$ cat src/rtl/mac_array_ctrl_pkg.sv
// Shared constants and state encoding for the MAC array sequencer.
package mac_array_ctrl_pkg;

    localparam int ROW     = 8;
    localparam int COL     = 8;
    localparam int ADDR_BW = 11;
    localparam int LEN_BW  = 8;

    typedef enum logic [2:0] {
        IDLE  = 3'd0,
        LOAD  = 3'd1,
        GAP   = 3'd2,
        EXEC  = 3'd3,
        DRAIN = 3'd4,
        DONE  = 3'd5
    } state_t;

    localparam logic [1:0] INST_IDLE = 2'b00;
    localparam logic [1:0] INST_LOAD = 2'b01;
    localparam logic [1:0] INST_EXEC = 2'b10;

endpackage

$ cat src/rtl/mac_array_ctrl_phase_counter.sv
// Loadable down-counter; o_tc flags the last cycle of a phase (count == 0).
module phase_counter #(
    parameter int WIDTH = 8
) (
    input  logic             clk,
    input  logic             reset,
    input  logic             i_load,
    input  logic [WIDTH-1:0] i_load_val,
    input  logic             i_en,
    output logic             o_tc
);

    logic [WIDTH-1:0] r_count;

    always_ff @(posedge clk) begin
        if (reset) begin
            r_count <= '0;
        end else if (i_load) begin
            r_count <= i_load_val;
        end else if (i_en && (r_count != '0)) begin
            r_count <= r_count - WIDTH'(1);
        end
    end

    assign o_tc = (r_count == '0);

endmodule

$ cat src/rtl/mac_array_ctrl.sv
// Tile sequencer for the weight-stationary MAC array: kernel load, pipeline gap,
// activation stream, then drain until every output vector has been counted.
module mac_array_ctrl
    import mac_array_ctrl_pkg::*;
#(
    parameter int row     = ROW,
    parameter int col     = COL,
    parameter int addr_bw = ADDR_BW,
    parameter int len_bw  = LEN_BW
) (
    input  logic               clk,
    input  logic               reset,
    input  logic               start,
    input  logic [addr_bw-1:0] w_base,
    input  logic [addr_bw-1:0] x_base,
    input  logic [len_bw-1:0]  nij_len,
    input  logic [col-1:0]     valid,
    output logic               mem_rd,
    output logic [addr_bw-1:0] mem_addr,
    output logic [1:0]         inst_w,
    output logic               out_wr,
    output logic               busy,
    output logic               done,
    output state_t             dbg_state,
    output logic [len_bw-1:0]  dbg_out_cnt
);

    state_t             r_state;
    state_t             w_state_next;
    logic [addr_bw-1:0] r_addr;
    logic [addr_bw-1:0] r_x_base;
    logic [len_bw-1:0]  r_nij_len;
    logic [len_bw-1:0]  r_out_cnt;
    logic [len_bw-1:0]  w_out_cnt_next;
    logic [1:0]         r_inst;
    logic               w_rd;
    logic               w_out_wr;
    logic               w_in_stream;
    logic               w_cnt_load;
    logic [len_bw-1:0]  w_cnt_val;
    logic               w_cnt_en;
    logic               w_cnt_tc;
    logic               w_addr_load;
    logic [addr_bw-1:0] w_addr_val;
    logic               w_unused_valid;

    // Only the last column's valid marks a complete output vector.
    assign w_unused_valid = ^valid[col-2:0];

    phase_counter #(.WIDTH(len_bw)) u_phase_counter (
        .clk        (clk),
        .reset      (reset),
        .i_load     (w_cnt_load),
        .i_load_val (w_cnt_val),
        .i_en       (w_cnt_en),
        .o_tc       (w_cnt_tc)
    );

    assign w_rd           = (r_state == LOAD) || (r_state == EXEC);
    assign w_in_stream    = (r_state == EXEC) || (r_state == DRAIN);
    assign w_out_wr       = valid[col-1] && w_in_stream;
    assign w_out_cnt_next = r_out_cnt + len_bw'(w_out_wr);

    always_comb begin
        w_state_next = r_state;
        w_cnt_load   = 1'b0;
        w_cnt_val    = '0;
        w_cnt_en     = 1'b0;
        w_addr_load  = 1'b0;
        w_addr_val   = r_addr;
        case (r_state)
            IDLE: begin
                if (start) begin
                    w_state_next = LOAD;
                    w_cnt_load   = 1'b1;
                    w_cnt_val    = len_bw'(row - 1);
                    w_addr_load  = 1'b1;
                    w_addr_val   = w_base;
                end
            end
            LOAD: begin
                w_cnt_en = 1'b1;
                if (w_cnt_tc) begin
                    w_state_next = GAP;
                    w_cnt_load   = 1'b1;
                    w_cnt_val    = len_bw'(row + col - 1);
                end
            end
            GAP: begin
                w_cnt_en = 1'b1;
                if (w_cnt_tc) begin
                    w_addr_load = 1'b1;
                    w_addr_val  = r_x_base;
                    if (r_nij_len == '0) begin
                        w_state_next = DRAIN;
                    end else begin
                        w_state_next = EXEC;
                        w_cnt_load   = 1'b1;
                        w_cnt_val    = r_nij_len - len_bw'(1);
                    end
                end
            end
            EXEC: begin
                w_cnt_en = 1'b1;
                if (w_cnt_tc) begin
                    w_state_next = DRAIN;
                end
            end
            DRAIN: begin
                // Count the pulse arriving this cycle so done follows the last output directly.
                if ((r_nij_len == '0) || (w_out_cnt_next == r_nij_len)) begin
                    w_state_next = DONE;
                end
            end
            DONE:    w_state_next = IDLE;
            default: w_state_next = IDLE;
        endcase
    end

    always_ff @(posedge clk) begin
        if (reset) begin
            r_state   <= IDLE;
            r_addr    <= '0;
            r_x_base  <= '0;
            r_nij_len <= '0;
            r_out_cnt <= '0;
            r_inst    <= INST_IDLE;
        end else begin
            r_state <= w_state_next;
            if ((r_state == IDLE) && start) begin
                r_x_base  <= x_base;
                r_nij_len <= nij_len;
            end
            if (w_addr_load) begin
                r_addr <= w_addr_val;
            end else if (w_rd) begin
                r_addr <= r_addr + addr_bw'(1);
            end
            r_out_cnt <= w_in_stream ? w_out_cnt_next : '0;
            // Instruction trails the read by one cycle to line up with SRAM data.
            if (r_state == LOAD) begin
                r_inst <= INST_LOAD;
            end else if (r_state == EXEC) begin
                r_inst <= INST_EXEC;
            end else begin
                r_inst <= INST_IDLE;
            end
        end
    end

    assign mem_rd      = w_rd;
    assign mem_addr    = r_addr;
    assign inst_w      = r_inst;
    assign out_wr      = w_out_wr;
    assign busy        = (r_state != IDLE);
    assign done        = (r_state == DONE);
    assign dbg_state   = r_state;
    assign dbg_out_cnt = r_out_cnt;

endmodule

$ cat config.mk
export PLATFORM = sky130hd
export DESIGN_NAME = mac_array_ctrl
export DESIGN_NICKNAME = d
export VERILOG_FILES = /design/src/rtl/mac_array_ctrl_pkg.sv /design/src/rtl/mac_array_ctrl_phase_counter.sv /design/src/rtl/mac_array_ctrl.sv
export SDC_FILE = /design/constraint.sdc
export NUM_CORES = 1
export LEC_CHECK = 0
export CORE_ASPECT_RATIO = 1.2
export CORE_MARGIN = 4
export CORE_UTILIZATION = 40
export CTS_CLUSTER_SIZE = 20
export DETAILED_ROUTE_END_ITERATION = 10
export GPL_TIMING_DRIVEN = 0
export PLACE_DENSITY_LB_ADDON = 0.05
export SLEW_MARGIN = 20
export SYNTH_ARGS = -nofsm -noshare
export SYNTH_HDL_FRONTEND = slang
export SYNTH_SLANG_ARGS = --single-unit
$ cat constraint.sdc
create_clock -name clk -period 6.95 [get_ports clk]
set_clock_uncertainty 0.05 [all_clocks]
set_input_delay 1.39 -clock clk [delete_from_list [all_inputs] [get_ports clk]]
set_output_delay 1.39 -clock clk [all_outputs]
set_load 0.005 [all_outputs]
Word-level counts from Yosys, hierarchy flattened
Index checks and enable logic that the tools add are counted.
{ "classes": {"addsub": 4, "n_eq_ne": 14, "mux": 28, "bitwise": 1, "n_reduce_logical": 18} }
{ "op_table": {"columns": ["operator", "count"], "rows": [
  ["11-bit 2-to-1 mux", 4],
  ["8-bit 2-to-1 mux", 4],
  ["8-bit one-hot mux with 3 select lines", 1],
  ["11-bit one-hot mux with 2 select lines", 1],
  ["3-bit 2-to-1 mux", 7],
  ["8-bit logical NOT", 2],
  ["8-bit by 1-bit subtractor with 8-bit output (second input constant)", 2],
  ["3-bit one-hot mux with 5 select lines", 1],
  ["11-bit by 1-bit adder with 11-bit output (second input constant)", 1],
  ["8-bit by 1-bit adder with 8-bit output", 1],
  ["8-bit == test", 1],
  ["2-bit by 1-bit != test with 1-bit output (second input constant)", 4],
  ["8-bit nonzero test", 1],
  ["3-bit by 2-bit == test with 1-bit output (second input constant)", 2],
  ["3-bit == test (second input constant)", 2],
  ["1-bit 2-to-1 mux", 6],
  ["5-bit AND reduction", 1],
  ["4-bit 2-to-1 mux", 1],
  ["4-bit AND reduction", 1],
  ["2-bit nonzero test", 2],
  ["2-bit OR reduction", 2],
  ["3-bit by 1-bit == test with 1-bit output (second input constant)", 1],
  ["1-bit logical AND", 3],
  ["3-bit logical NOT", 1],
  ["11 further kinds", 13]
]} }
{ "totals": {"ff_bits": 51, "in_bits": 41} }

Longest topological paths before layout
Gate-level depths: netlist (run 1).
{ "depth": {"depth_word": 8, "ltp_mapped": 15, "mapped_depth_nobuf": 13} }

Modules after synthesis
From an unflattened synthesis (run 1), not the netlist that was laid out.
{ "hier_totals": {"hier_cells": 348, "area_unflattened_um2": 2841.5} }
{ "by_module_without_submodules": {"columns": ["module", "instances", "cells_each", "area_each_um2"], "rows": [
  ["mac_array_ctrl", 1, 289, 2326.0],
  ["phase_counter", 1, 59, 515.5]
]} }

Least setup slack after synthesis (run 1)
OpenSTA, ideal clock, no wires.
{ "synth_path": {"path_kind": "input-to-reg", "from": "input port valid[7]", "to": "register r_state[0], in the netlist dbg_state[0]", "setup_ns": 0.057, "arrival_ns": 2.892, "required_time_ns": 6.843, "slack_ns": 3.951, "cell_stages": 9, "n_path_buf": 0, "cell_sequence": "and2_1 > ha_1 > ha_1 > nand3_1 > xor2_1 > xor2_1 > o2111ai_1 > o31ai_1 > a21o_1"} }
{ "synth_between": {"elab_chain_len": 6} }
{ "synth_rtl": {"columns": ["item", "line_no", "rtl"], "rows": [
  ["start, declared", "mac_array_ctrl.sv:17", "input logic [col-1:0] valid,"],
  ["1-bit logical AND", "mac_array_ctrl.sv:61", "assign w_out_wr = valid[col-1] && w_in_stream;"],
  ["8-bit by 1-bit adder with 8-bit output", "mac_array_ctrl.sv:62", "assign w_out_cnt_next = r_out_cnt + len_bw'(w_out_wr);"],
  ["8-bit == test", "mac_array_ctrl.sv:111", "if ((r_nij_len == '0) || (w_out_cnt_next == r_nij_len)) begin"],
  ["1-bit logical OR", "mac_array_ctrl.sv:111", null],
  ["2-bit by 1-bit != test with 1-bit output (no source line)", null, null],
  ["5-bit AND reduction (no source line)", null, null],
  ["end signal, assigned", "mac_array_ctrl.sv:129", "r_state <= w_state_next;"],
  ["end, declared", "mac_array_ctrl.sv:28", "state_t r_state;"]
]} }
Every way passes these cells.
A chain may end at the register's enable or synchronous reset.

Final worst setup path (run 1)
{ "layout_path": {"from": "input port valid[7]", "to": "output port out_wr"} }
{ "layout_between": {"elab_chain_len": 1} }
{ "layout_rtl": {"columns": ["item", "line_no", "rtl"], "rows": [
  ["1-bit logical AND", "mac_array_ctrl.sv:61", null],
  ["end, declared", "mac_array_ctrl.sv:21", "output logic out_wr,"]
]} }
Every way passes these cells.

==> out/qor.txt, run 1 <==
Max Cap Viol -> 0
Rows -> 32
Drt pass-1 iters -> 4
Number of buffers created by CTS -> 5
Clock slew at reported path FFs -> 0.09 ns
Worst-path cell chain -> clkdlybuf4s50_1 > and2_1 > clkdlybuf4s50_1
Worst rel slew slack -> 48.87%
Initial Util -> 41.63%
WP data required -> 5.51 ns
Fmax -> 0.2541 GHz
Final setup fails -> 0
Vias -> 2474
DRC viols -> 0
Number of stages on the worst setup path -> 3
Syn_area_per_cell -> 8.232 um^2
Pin count of the biggest net entering global routing -> 15
Worst Setup Path Type -> input port to primary output
Post-CTS setup buffers -> 0
Crit path buffers/inverters -> 2
Ys flop type -> dfxtp_1
Synth Instances -> 328
# port buffers -> 60
Final Util -> 54.11%
Layout Cells excl Fill -> 480
Most frequent CP cell -> clkdlybuf4s50_1
Total Wirelength -> 7072 um
Initial antenna violation count -> 0
Lkg Pwr -> 1.336 nW
Top delay family on crit path -> buffers and inverters
Die area -> 8134 um^2
I/O pin total -> 69
Post-DP HPWL -> 5412 um
Synthesis Warnings -> 0
Count of different cell masters after synthesis -> 50
Worst-Margin Slew -> 0.7636 ns
Total grt overflow -> 0
Worst path max stage delay -> 0.51 ns
Clock Tree Root -> clkbuf_8
Final number of max-transition violations -> 0
RSZ-0062 raised after global routing -> no
Antenna viol nets, final -> 0
Hold Path Depth -> 2
Tcrit/Tclk final -> 56.62%
Hold crit path type -> flip-flop to flip-flop
Most common cell after layout, fill and taps aside -> clkdlybuf4s50_1
Worst-path fanout max -> 2
Setup crit end kind -> primary output
CP Launch Type -> input port
Max VDD drop -> 0.1271 mV
Worst path arrival time -> 2.49 ns
Share of layout cells above drive strength 1 -> 5.063%
Post-Syn Area -> 2700 um^2
Clock latency on the worst-skew pair -> 0.30 ns
CORE AREA -> 6486 um^2
Pwr/cell area -> 361.2 nW/um^2
Minimum clock period -> 3.935 ns
Seq/Total Area, Yosys -> 37.81%
Syn nets -> 375
Most frequent cells in the layout -> clkdlybuf4s50_1, nand2_1, dfxtp_1
Status -> finished, final reports clean
Hold-fix buffer count after cts -> 0
Reg2reg path depth -> 15
Placed Cells -> 473
CTS Sinks -> 51
Starting DRT DRC Count -> 72
Final hold violations -> 0
Post-route setup TNS -> 0 ns
GRT Overall Usage -> 18.27%
Die Span Y -> 98 um
Async S/R FF share, synth -> 0%
Drt wl/cell -> 14.73 um
TritonCTS clock tree -> done
Total Power -> 1.268 mW
Clock Tree Buf Depth -> 2
Number of flops mapped to enable cells by yosys -> 0
Vias in the first global route -> 2486
Final #Nets -> 442
H-tree depth -> 2
Diodes inserted -> 0
First-pass GRT wire length -> 12110 um
Routability congestion estimate -> 0.8057
Crit-path slowest cell -> clkdlybuf4s50_1
Flops & latches, synth -> 51
Layout area overhead -> 29.98%
Minimum hold slack -> 0.4090 ns
PostCTS Resize Cnt -> 0
Avg Vias per Cell -> 5.154
Overall die width -> 83 um
## sequential cells by signal, summed over array words and instances (netlist names)
register and count:
u_phase_counter.r_count 8, dbg_out_cnt 8, mem_addr 11, inst_w 2, r_x_base 11, r_nij_len 8
dbg_state 3
## cell usage after synthesis (all sizes together) (2+ instances only)
| master | n | area (um^2) |
|---|---|---|
| nand2 | 60 | 235.2 |
| nor2 | 32 | 136.4 |
| nand3 | 11 | 55.05 |
| xnor2 | 15 | 131.4 |
| xor2 | 19 | 166.4 |
| mux2i | 10 | 100.1 |
| a21oi | 30 | 153.9 |
| and4 | 2 | 17.52 |
| and3 | 5 | 31.28 |
| o21ai | 5 | 28.78 |
| nor3 | 9 | 45.04 |
| nor2b | 2 | 12.51 |
| buf | 5 | 28.78 |
| and2 | 2 | 12.51 |
| inv | 8 | 30.03 |
| ha | 6 | 75.07 |
| a211oi | 12 | 90.09 |
| nor3b | 3 | 27.52 |
| clkbuf | 13 | 48.80 |
| nand4 | 2 | 12.51 |
| or4 | 3 | 26.27 |
| dfxtp | 51 | 1021 |
| nor4 | 2 | 12.51 |
| o211ai | 2 | 15.01 |
| nand2b | 3 | 18.77 |
| a22oi | 2 | 15.01 |
## per-layer routing
metal,vias up,share of wire (%),global-route usage (%)
met1,1144,44,22.49
li1,1267,-,-
met2,52,50,31.79
met5,-,0,0
met3,11,4.0,3.713
met4,0,1.8,6.038
## worst paths after layout
| check | start | end | slack, ns |
|---|---|---|---|
| worst max-delay path | valid[7] | out_wr | 3.02 |
| worst min-delay path | r_x_base[2] | r_x_base[2] | 0.41 |
| worst max register to register | dbg_state[2] | dbg_state[0] | 3.41 |
| worst min register to register | r_x_base[2] | r_x_base[2] | 0.41 |
## per-stage QoR
step           cell area (um^2)  setup WS, ns
2_1_floorplan              2700         3.951
3_3_place_gp               3407         3.018
4_1_cts                    3510         3.011
6_report                   3510         3.015
3_5_place_dp               3407         3.010
5_1_grt                    3510         2.968
## worst min-delay path, delay by kind of cell, from the launching register on
| family | cells | cell delay, ns |
|---|---|---|
| AO/OA/AOI/OAI | 1 | 0.05 |
| flip-flops | 1 | 0.32 |
| AND/OR/NAND/NOR | 1 | 0.05 |
## cell type report
type	count	area, um^2
buffer	18	77.57
inverter	8	30.03
clock inverter	1	30.03
multi-input combinational	251	1572
timing repair buffer	60	600.6
sequential	51	1021
clock buffer	6	72.57
fill	674	2977
tap	85	106.4
## cells by family after synthesis
| family | synth area share, % |
|---|---|
| and+or+nand+nor | 25.63 |
| AOI/OAI and AO/OA | 14.23 |
| DFF | 37.81 |
| xor gates and xnor gates | 11.86 |
| buffers and inverters | 3.985 |
| muxes | 3.707 |
| adders and majority gates | 2.780 |
## where the power goes
part	internal (mW)	switching (mW)
clock	0.106	0.0988
combinational	0.291	0.346
sequential	0.362	0.0646
No activity file was read; power rests on OpenSTA's default activity.
==> run 2: changes to the inputs <==
Clock period 6.95 ns to 3.56 ns, I/O delays scaled along.
==> run 2 against run 1 <==
Against the previous run: cell count down 0.63%; final area down 0.11%; largest power group unchanged; highest routed layer unchanged; setup slack worse by 2.6 ns.
==> out/qor.txt, run 2 (synthesis gave the netlist of run 1 again) <==
Post-DP HPWL -> 5412 um (unchanged)
Final hold violations -> 0 (unchanged)
Pwr/cell area -> 704.9 nW/um^2 (was 361.2 nW/um^2)
Overall die width -> 83 um (unchanged)
Vias -> 2470 (was 2474)
Starting DRT DRC Count -> 117 (was 72)
Layout area overhead -> 29.84% (was 29.98%)
Crit path buffers/inverters -> 1 (was 2)
CORE AREA -> 6486 um^2 (unchanged)
Worst r2r src -> dbg_state[2] (unchanged)
FF-to-FF End -> dbg_state[0] (unchanged)
Final Util -> 54.05% (was 54.11%)
Worst-path fanout max -> 10 (was 2)
Minimum hold slack -> 0.4088 ns (was 0.4090 ns)
Clock Tree Root -> clkbuf_8 (unchanged)
Die Span Y -> 98 um (unchanged)
Crit-path slowest cell -> dfxtp_2 (was clkdlybuf4s50_1)
Post-route setup TNS -> 0 ns (unchanged)
WP data required -> 3.76 ns (was 5.51 ns)
Met2 usage -> 31.79% (unchanged)
Final number of max-transition violations -> 0 (unchanged)
Worst path arrival time -> 3.37 ns (was 2.49 ns)
Final setup fails -> 0 (unchanged)
Drt pass-1 iters -> 4 (unchanged)
Number of stages on the worst setup path -> 13 (was 3)
Most frequent cells in the layout -> clkdlybuf4s50_1, nand2_1, dfxtp_1 (unchanged)
Worst path max stage delay -> 0.43 ns (was 0.51 ns)
RSZ-0062 raised after global routing -> no (unchanged)
Number of buffers created by CTS -> 5 (unchanged)
CTS Sinks -> 51 (unchanged)
I/O pin total -> 69 (unchanged)
Vias in the first global route -> 2486 (unchanged)
Total grt overflow -> 0 (unchanged)
Routability congestion estimate -> 0.8057 (unchanged)
Rows -> 32 (unchanged)
Clock slew at reported path FFs -> 0.09 ns (about the same)
GRT Overall Usage -> 18.27% (unchanged)
Drt wl/cell -> 14.83 um (was 14.73 um)
Max VDD drop -> 0.2476 mV (was 0.1271 mV)
Max Cap Viol -> 0 (unchanged)
Hold crit path type -> flip-flop to flip-flop (unchanged)
DRC viols -> 0 (unchanged)
R2R Setup Slk -> 0.39 ns (was 3.41 ns)
Final #Nets -> 439 (was 442)
Met1 Resource Use GR -> 22.49% (unchanged)
H-tree depth -> 2 (unchanged)
Die area -> 8134 um^2 (unchanged)
GR Layer Usage met3 -> 3.713% (unchanged)
Worst-path cell chain -> nand2b_1 > inv_2 > nand2_1 > nand2_1 > and2_1 > ha_1 > ha_1 > xnor2_1 > xnor2_1 > nor3_1 > o311ai_0 > o31ai_2 > a21o_1 (was clkdlybuf4s50_1 > and2_1 > clkdlybuf4s50_1)
Pin count of the biggest net entering global routing -> 15 (unchanged)
Fmax -> 0.3156 GHz
Setup crit end kind -> flip-flop (was primary output)
Worst-Margin Slew -> 0.7662 ns (was 0.7636 ns)
Crit. Startpoint -> dbg_state[2] (was valid[7])
Seq. cell area -> 1022 um^2 (was 1021 um^2)
Hold-fix buffer count after cts -> 0 (unchanged)
Clock latency on the worst-skew pair -> 0.30 ns (about the same)
Initial antenna violation count -> 0 (unchanged)
Lkg Pwr -> 1.334 nW (was 1.336 nW)
Fillers -> 678 (was 674)
Diodes inserted -> 0 (unchanged)
Most used routing layer -> met2 (unchanged)
Minimum clock period -> 3.169 ns
Avg Vias per Cell -> 5.178 (was 5.154)
Top delay family on crit path -> simple AND/OR/NAND/NOR gates (was buffers and inverters)
Total Wirelength -> 7073 um (was 7072 um)
Most common cell after layout, fill and taps aside -> clkdlybuf4s50_1 (unchanged)
Clock Tree Buf Depth -> 2 (unchanged)
CP Launch Type -> flip-flop (was input port)
Post-CTS setup buffers -> 0 (unchanged)
Share of layout cells above drive strength 1 -> 5.867% (was 5.063%)
Crit path to -> dbg_state[0] (was out_wr)
First-pass GRT wire length -> 12110 um (unchanged)
Area taken by multi-input logic gates -> 1577 um^2 (was 1572 um^2)
Reg2reg path depth -> 13 (was 15)
Worst Setup Path Type -> flip-flop to flip-flop (was input port to primary output)
Tcrit/Tclk final -> 89.02%
Initial Util -> 41.63% (unchanged)
Hold Startpoint -> r_x_base[2] (unchanged)
TritonCTS clock tree -> done (unchanged)
Antenna viol nets, final -> 0 (unchanged)
Status -> finished, final reports clean (unchanged)
PostCTS Resize Cnt -> 0 (unchanged)
Total Power -> 2.471 mW (was 1.268 mW)
# port buffers -> 60 (unchanged)
Worst rel slew slack -> 48.70% (was 48.87%)
-- run 2: cell types whose count changed in the layout (fill, tap and decap cells not counted) --
cell and delta:
o31ai_1 -1, dfxtp_1 -1, o31ai_2 +1, dfxtp_2 +1, clkbuf_2 +1, clkbuf_1 -4
-- run 2: routing by layer --
layer  wire, um  vias to the layer above
met5          0                        -
met4        102                        0
met3        282                        9
met1       3114                     1150
met2       3573                       50
li1           -                     1261
-- run 2: worst min-delay path, stage by stage (launching register included) --
cell and delay [ns]:
dfxtp_1 0.32, nand2_1 0.05, a21oi_1 0.05
-- run 2: final cells by class --
class | instances | area share (%)
Timing Repair Buffer | 60 | 17.13
Clock inverter | 1 | 0.8565
Inverter | 8 | 0.8565
Buffer | 15 | 1.927
Clock buffer | 6 | 2.070
Tap cell | 85 | 3.034
Multi-Input combinational cell | 251 | 44.97
Sequential cell | 51 | 29.16
-- run 2: where the power goes --
group          total [mW]  switching (mW)  internal (mW)
clock               0.399           0.192          0.207
combinational        1.23           0.663          0.563
sequential          0.846           0.139          0.707
-- run 2: how the worst min path moves through the flow --
stage / end / cells after the start / slack, ns
finish: r_x_base[2] / 2 / 0.41
global placement: r_x_base[0] / 2 / 0.39
floorplan: r_x_base[0] / 2 / 0.39
global route: r_x_base[6] / 2 / 0.44
detailed placement: r_x_base[2] / 2 / 0.40
CTS: r_x_base[2] / 2 / 0.41
-- run 2: through the flow --
| step | std cells | setup WS (ns) | area (um^2) |
|---|---|---|---|
| finish | 477 | 0.3910 | 3506 |
| CTS | 480 | 0.04839 | 3510 |
| floorplan | 328 | 0.7727 | 2700 |
| global route | 477 | 0.1181 | 3506 |
| global placement | 473 | 0.08196 | 3407 |
| detailed placement | 473 | 0.09378 | 3407 |
==> run 3: changes to the inputs <==
Settings changed: REMOVE_ABC_BUFFERS from default to 1.
==> run 3 against run 2 <==
Against the previous run: utilization shrank 0.29 points; fmax grew 5.6%; critical path depth is the same; critical path type unchanged; critical endpoint unchanged; clock power shrank 6.5%; final area shrank 0.54%; global-route usage shrank 2.6 points; hold slack is essentially flat; count of clock-buffer cells in the layout grew 1; register-to-register slack gained 0.17 ns.
==> out/qor.txt, run 3 (synthesis gave the netlist of run 1 again) <==
Overall die width -> 83 um (unchanged)
Clock latency on the worst-skew pair -> 0.30 ns (about the same)
Post-CTS setup buffers -> 0 (unchanged)
Final Cell Area -> 3487 um^2 (was 3506 um^2)
Die Span Y -> 98 um (unchanged)
CTS Sinks -> 51 (unchanged)
Final number of max-transition violations -> 0 (unchanged)
Worst rel slew slack -> 43.50% (was 48.70%)
Post-DP HPWL -> 4702 um (was 5412 um)
# port buffers -> 61 (was 60)
Sw Pwr -> 967.9 uW (was 994.7 uW)
I/O pin total -> 69 (unchanged)
Clock share of power -> 15.5% (was 16.1%)
Most common cell after layout, fill and taps aside -> clkdlybuf4s50_1 (unchanged)
Area after DPL -> 3383 um^2 (was 3407 um^2)
Final setup fails -> 0 (unchanged)
Total Wirelength -> 6293 um (was 7073 um)
Layout area overhead -> 29.15% (was 29.84%)
Clock Tree Buf Depth -> 2 (unchanged)
Rows -> 32 (unchanged)
Initial Util -> 41.63% (unchanged)
RSZ-0062 raised after global routing -> no (unchanged)
Worst-path cell chain -> nand2b_1 > inv_2 > nand2_1 > nand2_1 > and2_1 > ha_1 > ha_1 > nand3_1 > xor2_1 > xor2_1 > o2111ai_1 > o31ai_1 > a21o_1 (was nand2b_1 > inv_2 > nand2_1 > nand2_1 > and2_1 > ha_1 > ha_1 > xnor2_1 > xnor2_1 > nor3_1 > o311ai_0 > o31ai_2 > a21o_1)
Starting DRT DRC Count -> 82 (was 117)
Pwr/cell area -> 689.1 nW/um^2 (was 704.9 nW/um^2)
Worst-Margin Slew -> 0.8454 ns (was 0.7662 ns)
Net Sw Frac -> 40.28% (was 40.25%)
DRC viols -> 0 (unchanged)
Max Cap Viol -> 0 (unchanged)
Total Power -> 2.403 mW (was 2.471 mW)
Minimum clock period -> 3.000 ns (was 3.169 ns)
Tcrit/Tclk final -> 84.26% (was 89.02%)
CORE AREA -> 6486 um^2 (unchanged)
Avg Vias per Cell -> 5.079 (was 5.178)
CP Launch Type -> flip-flop (unchanged)
Uppermost layer routed -> met4 (unchanged)
Worst path arrival time -> 3.21 ns (was 3.37 ns)
Final hold violations -> 0 (unchanged)
Die area -> 8134 um^2 (unchanged)
WP data required -> 3.77 ns (was 3.76 ns)
Drt wl/cell -> 13.50 um (was 14.83 um)
Initial antenna violation count -> 0 (unchanged)
Status -> finished, final reports clean (unchanged)
PostCTS Resize Cnt -> 0 (unchanged)
H-tree depth -> 2 (unchanged)
GRT Overall Usage -> 15.66% (was 18.27%)
Routability congestion estimate -> 0.7480 (was 0.8057)
Hold crit path type -> flip-flop to flip-flop (unchanged)
Vias in the first global route -> 2217 (was 2486)
Clock slew at reported path FFs -> 0.10 ns (was 0.09 ns)
Sequential Power Share -> 36.0% (was 34.2%)
Total grt overflow -> 0 (unchanged)
Most frequent cells in the layout -> clkdlybuf4s50_1, nand2_1, dfxtp_1 (unchanged)
Worst Setup Path Type -> flip-flop to flip-flop (unchanged)
Worst path max stage delay -> 0.53 ns (was 0.43 ns)
Final #Nets -> 427 (was 439)
Crit-path slowest cell -> dfxtp_1 (was dfxtp_2)
Max VDD drop -> 0.2959 mV (was 0.2476 mV)
Diodes inserted -> 0 (unchanged)
Comb pwr share -> 48.5% (was 49.6%)
Share of layout cells above drive strength 1 -> 5.774% (was 5.867%)
Post-route setup TNS -> 0 ns (unchanged)
First-pass GRT wire length -> 10520 um (was 12110 um)
Vias -> 2367 (was 2470)
WL met2 -> 3056 um (was 3573 um)
Clock Tree Root -> clkbuf_8 (unchanged)
Drt pass-1 iters -> 4 (unchanged)
Fmax -> 0.3334 GHz (was 0.3156 GHz)
Lkg Pwr -> 1.324 nW (was 1.334 nW)
Pin count of the biggest net entering global routing -> 30 (was 15)
Antenna viol nets, final -> 0 (unchanged)
Hold-fix buffer count after cts -> 0 (unchanged)
WL met1 -> 2833 um (was 3114 um)
Worst-path fanout max -> 10 (unchanged)
Number of buffers created by CTS -> 5 (unchanged)
Cell-internal power -> 1.435 mW (was 1.477 mW)
Met3 wire length -> 321 um (was 282 um)
TritonCTS clock tree -> done (unchanged)
Setup crit end kind -> flip-flop (unchanged)
==> run 3: worst paths after layout <==
kind                      from      endpoint  slack, ns  cells after the start
hold reg to reg    r_x_base[9]   r_x_base[9]       0.41                      2
setup reg to reg  dbg_state[2]  dbg_state[0]       0.56                     13
setup / recovery  dbg_state[2]  dbg_state[0]       0.56                     13
hold / removal     r_x_base[9]   r_x_base[9]       0.41                      2
==> run 3: per-layer routing <==
| metal | track usage (%) | up-vias |
|---|---|---|
| li1 | - | 1228 |
| met1 | 19.02 | 1071 |
| met2 | 27.28 | 61 |
| met3 | 3.544 | 7 |
| met4 | 5.157 | 0 |
| met5 | 0 | - |
==> run 3: worst max-delay path: cells and delay by family, from the launching register on <==
family                     cells  cell delay, ns
buffers and inverters          1            0.12
AOI/OAI and AO/OA              3            0.58
and+or+nand+nor                5            0.81
DFF                            1            0.53
adders and majority gates      2            0.44
xor gates and xnor gates       2            0.41
==> run 3: power groups by stage <==
stage          clock network, mW  registers [mW]  logic [mW]
2_1_floorplan                  0           0.844       0.801
3_3_place_gp                   0           0.873        1.16
3_5_place_dp                   0           0.878        1.18
4_1_cts                    0.387           0.864        1.18
5_1_grt                    0.412           0.886        1.31
6_report                   0.373           0.865        1.16
==> run 3: through the flow <==
step	worst slack (ns)	hold WS (ns)	utilization (%)	std cells
floorplan	0.9854	0.3800	-	310
global placement	0.4608	0.3932	51.49	456
detailed placement	0.5710	0.3979	52.16	458
CTS	0.5378	0.4105	53.76	466
global route	0.3216	0.4300	53.76	466
finish	0.5604	0.4086	53.76	466
==> run 3: area by class of cell <==
class / count / area, um^2
inverter: 8 / 30.03
clock buffer: 7 / 96.34
clock inverter: 1 / 7.507
timing repair buffer: 63 / 648.1
multi-input combinational: 251 / 1578
tap: 85 / 106.4
fill: 642 / 2999
sequential: 51 / 1021
